===== config.mk =====
export PLATFORM = sky130hd
export DESIGN_NAME = jt900h_busarb
export DESIGN_NICKNAME = d
export VERILOG_FILES = /design/src/rtl/jt900h_busarb.sv
export SDC_FILE = /design/constraint.sdc
export NUM_CORES = 1
export LEC_CHECK = 0
export ABC_AREA = 1
export BUFFER_PORTS_ARGS = -buffer_cell sky130_fd_sc_hd__buf_4
export CORE_ASPECT_RATIO = 0.8
export CORE_UTILIZATION = 34
export DETAILED_ROUTE_END_ITERATION = 10
export PLACE_DENSITY = 0.92
export SYNTH_ARGS = -nofsm -noshare
export SYNTH_HDL_FRONTEND = slang
export SYNTH_SLANG_ARGS = --single-unit

===== constraint.sdc =====
create_clock -name clk -period 1.8 [get_ports clk]
set_input_delay 0.09 -clock clk [delete_from_list [all_inputs] [get_ports clk]]
set_output_delay 0.09 -clock clk [all_outputs]
set_load 0.02 [all_outputs]

===== src/rtl/jt900h_busarb.sv =====
// Arbitrates one memory port between the CPU and a DMA requester.
// The DMA may take up to MAXBURST accesses before the CPU gets one slot.
module jt900h_busarb #(
    parameter int MAXBURST = 4
) (
    input  logic        clk,
    input  logic        rst,
    input  logic        cen,
    input  logic [23:0] cpu_addr,
    input  logic [15:0] cpu_din,
    input  logic [1:0]  cpu_we,
    output logic [15:0] cpu_dout,
    output logic        cpu_cen,
    input  logic        dma_req,
    input  logic [23:0] dma_addr,
    input  logic [15:0] dma_din,
    input  logic [1:0]  dma_we,
    output logic        dma_ack,
    output logic [15:0] dma_dout,
    output logic        mem_cs,
    output logic [23:0] mem_addr,
    output logic [15:0] mem_din,
    output logic [1:0]  mem_we,
    input  logic [15:0] mem_dout,
    input  logic        mem_ok,
    output logic        dma_owner
);

    typedef enum logic [1:0] {
        RUN0 = 2'd0,
        CPU  = 2'd1,
        DMA  = 2'd2
    } state_t;

    state_t      state_q, state_d;
    logic [2:0]  burst_q, burst_d;
    logic [15:0] dout_q, dout_d;
    logic [2:0]  burst_inc;
    logic        done;

    // mem_ok only counts on enabled cycles; memory holds it until then
    assign done      = cen & mem_ok;
    assign burst_inc = (burst_q == 3'd7) ? burst_q : burst_q + 3'd1;

    always_ff @(posedge clk or negedge rst) begin
        if (!rst) begin
            state_q <= RUN0;
            burst_q <= 3'd0;
            dout_q  <= 16'd0;
        end else begin
            state_q <= state_d;
            burst_q <= burst_d;
            dout_q  <= dout_d;
        end
    end

    always_comb begin
        state_d   = state_q;
        burst_d   = burst_q;
        dout_d    = dout_q;
        mem_cs    = 1'b0;
        mem_addr  = cpu_addr;
        mem_din   = cpu_din;
        mem_we    = 2'b00;
        cpu_cen   = 1'b0;
        dma_ack   = 1'b0;
        dma_owner = 1'b0;
        unique case (state_q)
            RUN0: begin
                if (cen) state_d = CPU;
            end
            CPU: begin
                mem_cs  = 1'b1;
                mem_we  = cpu_we;
                cpu_cen = done;
                if (done && dma_req) begin
                    state_d = DMA;
                    burst_d = 3'd0;
                end
            end
            DMA: begin
                mem_cs    = 1'b1;
                mem_addr  = dma_addr;
                mem_din   = dma_din;
                mem_we    = dma_we;
                dma_owner = 1'b1;
                dma_ack   = done;
                if (done) begin
                    dout_d  = mem_dout;
                    burst_d = burst_inc;
                    if (dma_req && burst_inc < 3'(MAXBURST))
                        state_d = DMA;
                    else
                        state_d = CPU;
                end
            end
            default: state_d = RUN0;
        endcase
    end

    assign cpu_dout = mem_dout;
    assign dma_dout = dout_q;

endmodule

Word-level counts from Yosys, hierarchy flattened

Index checks and enable logic that the tools add are counted.
W data, S select, Z words.

Register bits: 21
Input bits: 105
Logic and storage cells: 36

Add/sub/neg operators: 1
Order comparisons: 1
Equality and inequality tests: 6
Muxes and demuxes: 16
Bitwise gates (word level): 1
Reductions and logical operators: 8

Operators with widths:

| kind                  | count |
|---|---|
| $mux W24              | 1 |
| $mux W16              | 1 |
| $mux W3               | 3 |
| $mux W2               | 4 |
| $ne A2 B2 Y1 const B  | 3 |
| $pmux W2 S3           | 1 |
| $pmux W3 S2           | 1 |
| $reduce_and A3 Y1     | 2 |
| $mux W1               | 4 |
| $pmux W2 S2           | 1 |
| $add A3 B1 Y3 const B | 1 |
| $eq A3 B3 Y1 const B  | 1 |
| $lt A3 B3 Y1 const B  | 1 |
| $eq A2 B1 Y1 const B  | 1 |
| $eq A2 B2 Y1 const B  | 1 |
| $logic_and A1 B1 Y1   | 2 |
| $logic_not A2 Y1      | 1 |
| $reduce_and A2 Y1     | 1 |
| $reduce_bool A2 Y1    | 1 |
| $reduce_or A2 Y1      | 1 |
| $and A1 B1 Y1         | 1 |

Logic depth before layout (Yosys ltp)

Gate-level depths: netlist (run 1).

Depth in word-level cells: 7
Depth in mapped cells: 9
Mapped depth without buffers: 9

Worst setup path after synthesis (run 1)

Ideal clock, no wire load.

Kind: register -> output
Start: register state_q[0]
End: output mem_addr[3]
Arrival: 1439 ps
Required time: 1710 ps
Path slack: 271 ps
Stages on the path, launching flop included: 7
Path buffers: 2
Cells stage by stage: dfrtp_1 -> inv_1 -> ha_1 -> buf_2 -> buf_2 -> nand2_1 -> nand2_1

Word-level cells in the longest chain between the ends: 2

RTL lines:

| item                   | line | text |
|---|---|---|
| from (decl)            | 35   | `state_t state_q, state_d;` |
| from (signal assigned) | 51   | `state_q <= state_d;` |
| $eq A2 B2 Y1           | 68   | `unique case (state_q)` |
| $mux W24               | 68   |  |
| to (decl)              | 21   | `output logic [23:0] mem_addr,` |

No other way between the ends.

Final worst setup path (run 1)

Start: register state_q[0]
End: output mem_addr[2]

Same word-level chain as after synthesis.

==> out/results.ini, run 1 <==
[worst_setup_path]
cp.depth=7
cpPeakStageDelay_ns=0.41
rrSetupSlack_ns=0.24
cp-end-kind=output pin
path_cells=inv_1 -> ha_4 -> inv_4 -> buf_12 -> nand2_1 -> nand2_1 -> buf_4
critical_path.top_delay_family=buffers and inverters
path_common_cell=nand2_1
start_kind=flip-flop
cp_slowest_cell=dfrtp_1
critical_path_buf_inv_count=4
critPathKind=reg -> out
arrival_ns=1.61
critPathMaxFanout=38
r2r_end=dma_dout[6]
r2r_start=state_q[0]
critPathRequiredTime_ns=1.71
r2r_cells=7

[timing]
slew_headroom=0.824
setup_violations=0
worst-slew-pin-transition_ns=0.264
max_freq_ghz=0.588
slew_violations=0
skew_ns=0.00230
finalHoldViolations=0
fin_crit_sh=0.945
setup_tns_ns=0
final.min_clock_period_ns=1.70

[floorplan]
die_w_microns=79.3
die_area_sq_mm=0.00506
die_y_microns=63.8
core_sq_mm=0.00460
num_rows=22
start_util=0.353
pin_count=183

[run]
maxCapViolations=0

[synth]
syn_area_sq_mm=0.00162
ys_warn_count=0
synthTopCellsByArea=nand2_1, dfrtp_1, buf_4
syn-num-nets=382
synth_top_area_cell=nand2_1
synthDistinctLibCells=17
yosysSeqAreaShare=0.324
postSynthCellCount=272
syn-mean-instance-area_sq_um=5.97
yosysTopAreaCellShare=0.444
synth_seq_cells=21

[cts]
clock_latency_ns=0.25
ctsHtreeMaxLevel=1
cts_root_buf=clkbuf_8
cts_inserted_buffers=3
cts_tree=built
cts_max_path_buffers=2
clk_pin_slew_ns=0.07
cts.sinks=21

[finish]
seqCellArea_sq_um=526
multi_input_area_sq_um=891
drive_gt1_frac=0.447
finish.cell_count_without_fillers=498
post-route-util=0.662
final_area_sq_mm=0.00304
areaGrowthSynthToFinish_pct=87.4
n_antenna_cell=0
num-fill-cells=411
nets=549

[hold_path]
min_to=dma_dout[12]
min_path_type=in -> reg
hold_depth=3
worstHoldStart=mem_dout[12]

[grt]
grt_pass1_vias=1928
grt_antenna_before_repair=0
grt_max_degree=48
grt_pass1_wl_microns=8490
track_usage=0.210
grt_overflow=0

[drt]
drt_iter0_drc=165
ant_nets=0
drc=0
wire_per_inst_microns=11.3
dr.pass1.iters=4
vias=2198
totalWireLength_microns=5610
via_per_inst=4.41

[power]
total_power_w=0.00405
p_leak_nw=1.87
powerDensity_mw_per_mm2=1330
vdd_drop_max_v=0.000909

[outcome]
status=completed

[placed_design]
dp_hpwl_microns=4410
dp.cells=489
io_buffers=182
placed_area_sq_mm=0.00293
gp_congestion=0.817

## per-layer routing
layer,up-vias,global-route usage,share of wire
met4,0,0.0568,0.0061
met3,2,0.0371,0.067
li1,1132,-,-
met2,80,0.372,0.55
met5,-,0,0
met1,984,0.261,0.38
## stage by stage
| step | hold slack, ns | setup slack (ns) |
|---|---|---|
| 6_report | 0.0408 | 0.0986 |
| 2_1_floorplan | -0.206 | 0.271 |
| 3_3_place_gp | -0.0177 | 0.259 |
| 3_5_place_dp | -0.0147 | 0.164 |
| 4_1_cts | 0.0372 | 0.0285 |
| 5_1_grt | 0.0438 | -0.00793 |
## Yosys cell counts
cell,number
clkbuf_1,4
buf_4,17
buf_6,1
o21ai_0,4
nand4_1,1
nand2_2,1
inv_2,2
dfrtp_1,21
inv_1,9
nor2_1,3
ha_1,5
o22ai_1,1
a21oi_1,3
buf_2,5
nand3_1,2
nand2_1,192
nor2_8,1
## registers in the layout, summed over array words and instances (netlist names)
| register | count |
|---|---|
| state_q | 2 |
| dma_dout | 16 |
| burst_q | 3 |
## power by group
group	leakage, nW	internal [W]	switching, W	total (W)
clock network	0.0228	0.000157	0.000140	0.000297
logic	1.59	0.00126	0.00168	0.00294
registers	0.266	0.000679	0.000134	0.000813
total	1.87	0.00209	0.00195	0.00405
## final cells by class
type                       instances  share of cell area
inverter                          11              0.0144
sequential                        21               0.173
tap                               60              0.0247
multi-input combinational        213               0.293
timing repair buffer             189               0.481
clock buffer                       4              0.0148
## layout by cell type, fill, tap and decap left out
master and n:
clkbuf_16 1, buf_4 185, a21oi_1 3, inv_4 1, nand2_2 1, nand3_1 2, clkbuf_1 1, dfrtp_1 21
nand2_1 192, nor2_8 1, nand4_1 1, inv_1 9, ha_1 4, o21ai_0 4, buf_12 2, dlygate4sd3_1 1
clkbuf_8 3, o22ai_1 1, nor2_1 3, inv_2 1, ha_4 1
## logic make-up after synthesis
family / share of synthesized area
AO/OA/AOI/OAI: 0.0254
buffers and inverters: 0.136
adder cells (fa/ha/maj): 0.0385
AND/OR/NAND/NOR: 0.477
flip-flops: 0.324
## worst max-delay path by stage
stage                    start           to  slack [ns]
floorplan           state_q[0]  mem_addr[3]        0.27
global placement    state_q[0]  dma_dout[9]        0.26
detailed placement  state_q[0]  dma_dout[0]        0.16
CTS                 state_q[0]    mem_we[1]        0.03
global route        state_q[0]  mem_din[13]      -0.008
finish              state_q[0]  mem_addr[2]         0.1
## worst reg2reg max path, stage by stage, from the launching register on
cell and delay, ns:
dfrtp_1 0.41, inv_1 0.17, ha_4 0.22, inv_4 0.08, nor2_8 0.24, inv_2 0.18
nand2_1 0.11, nand2_1 0.05
## timing repair
action / 4_1_cts / 5_1_grt
gates cloned: 0 / 1
endpoints found under the setup margin: 10 / 27
resized for setup: 2 / 1
hold endpoints to repair: 21 / 0
hold buffers: 1 / 0
buffers inserted: 0 / 3
Note: power is estimated with default switching activity, not from simulation.
==> inputs of run 2 (changes only) <==
CELL_PAD_IN_SITES_DETAIL_PLACEMENT = 0   (was not set)
CELL_PAD_IN_SITES_GLOBAL_PLACEMENT = 1   (was not set)
CORE_UTILIZATION = 20   (was 34)
==> run 2 against run 1 <==
- via count decreased by 3.0%
- worst setup slack better by 0.019 ns
- register-to-register slack better by 0.10 ns
- sequential cell count unchanged
- critical path type unchanged
- largest power group unchanged
- highest routed layer unchanged
==> out/results.ini, run 2 (synthesized netlist as in run 1, its figures left out) <==
[timing]
rsz0062_at_grt=false
max_freq_ghz=0.594
worst-slew-pin-transition_ns=0.274
skew_ns=0.00542
whs_ns=0.0329
fin_crit_sh=0.935
setup_violations=0
final.min_clock_period_ns=1.68
fin_ws_ns=0.118
finalHoldViolations=0
slew_headroom=0.817
setup_tns_ns=0
slew_violations=0

[finish]
drive_gt1_frac=0.451
largest_reg_flops=16
final_cell_mix=nand2_1, buf_4, dfrtp_1, inv_1
final_area_sq_mm=0.00309
finish.cell_count_without_fillers=545
n_antenna_cell=0
num-fill-cells=873
areaGrowthSynthToFinish_pct=90.1
layout_commonest_cell=nand2_1
nets=548

[worst_setup_path]
critPathMaxFanout=24
arrival_ns=1.59
start_kind=flip-flop
r2r_cells=9
cp-end-kind=output pin
critPathRequiredTime_ns=1.71
critPathKind=reg -> out

[floorplan]
start_util=0.205
die_y_microns=82.6
die_w_microns=103
core_sq_mm=0.00791
num_rows=29
pin_count=183
die_area_sq_mm=0.00849

[grt]
track_usage=0.117
grt_max_degree=41
grt_overflow=0
grt_pass1_vias=1711
grt_antenna_before_repair=0
grt_pass1_wl_microns=7810

[power]
p_leak_nw=1.87
powerDensity_mw_per_mm2=1290
vdd_drop_max_v=0.000571

[hold_path]
min_path_type=in -> reg
hold_depth=3

[cts]
cts_max_path_buffers=2
clock_latency_ns=0.26
cts_inserted_buffers=3
cts_setup_buffers=0
cts.sinks=21
cts_root_buf=clkbuf_8
cts_tree=built
clk_pin_slew_ns=0.08
ctsHtreeMaxLevel=1

[placed_design]
io_buffers=182
dp_hpwl_microns=4750
placed_area_sq_mm=0.00301
dp.cells=540
gp_congestion=0.693
dp_slack_ns=0.188

[run]
maxCapViolations=0

[drt]
drc=0
drt_iter0_drc=67
dr.pass1.iters=4
totalWireLength_microns=5780
via_per_inst=3.91
vias=2133
ant_nets=0
wire_per_inst_microns=10.6

[outcome]
status=completed

[run 2: timing repair]
| item | CTS | global route |
|---|---|---|
| endpoints found under the hold margin | 21 | 0 |
| gates cloned | 0 | 0 |
| resized for setup | 3 | 3 |
| hold buffers | 1 | 0 |
| setup endpoints to repair | 43 | 43 |
[run 2: per-stage QoR]
step,total power [W],util
after floorplan,0.00241,-
after global placement,0.00364,0.380
after detailed placement,0.00369,0.380
after CTS,0.00403,0.389
after global routing,0.00436,0.390
final,0.00399,0.390
[run 2: path summary, 6_finish.rpt]
check                             start           end  slack (ns)
max                          state_q[0]   mem_din[14]        0.12
min                        mem_dout[14]  dma_dout[14]        0.03
max reg2reg                  state_q[1]    state_q[1]        0.34
min reg2reg                dma_dout[15]  dma_dout[15]        0.48
max in group asynchronous           rst    burst_q[2]        1.33
min in group asynchronous           rst   dma_dout[5]        0.25
[run 2: final cells by class]
| type | instances | area (sq um) | area share |
|---|---|---|---|
| Clock buffer | 3 | 41.3 | 0.0134 |
| Multi-Input combinational cell | 213 | 891 | 0.288 |
| Tap cell | 108 | 135 | 0.0438 |
| Inverter | 11 | 43.8 | 0.0142 |
| Clock inverter | 1 | 5.00 | 0.00162 |
| Timing Repair Buffer | 188 | 1450 | 0.468 |
| Sequential cell | 21 | 526 | 0.170 |
[run 2: layer usage]
metal / GRT usage / part of all wire / vias to the layer above
met5: 0 / 0 / -
met4: 0.0169 / 0.0047 / 0
met3: 0.0244 / 0.046 / 2
met2: 0.205 / 0.53 / 57
met1: 0.150 / 0.41 / 948
li1: - / - / 1126
[run 2: power by group]
| part | internal [W] | total (W) | switching (W) |
|---|---|---|---|
| combinational | 0.00122 | 0.00287 | 0.00165 |
| clock | 0.000154 | 0.000311 | 0.000157 |
| sequential | 0.000678 | 0.000813 | 0.000135 |
[run 2: critical path, stage by stage, from the launching register on]
cell and delay, ns:
dfrtp_1 0.42, inv_2 0.09, ha_4 0.19, inv_4 0.12
buf_12 0.17, nand2_1 0.07, nand2_1 0.11, buf_4 0.16
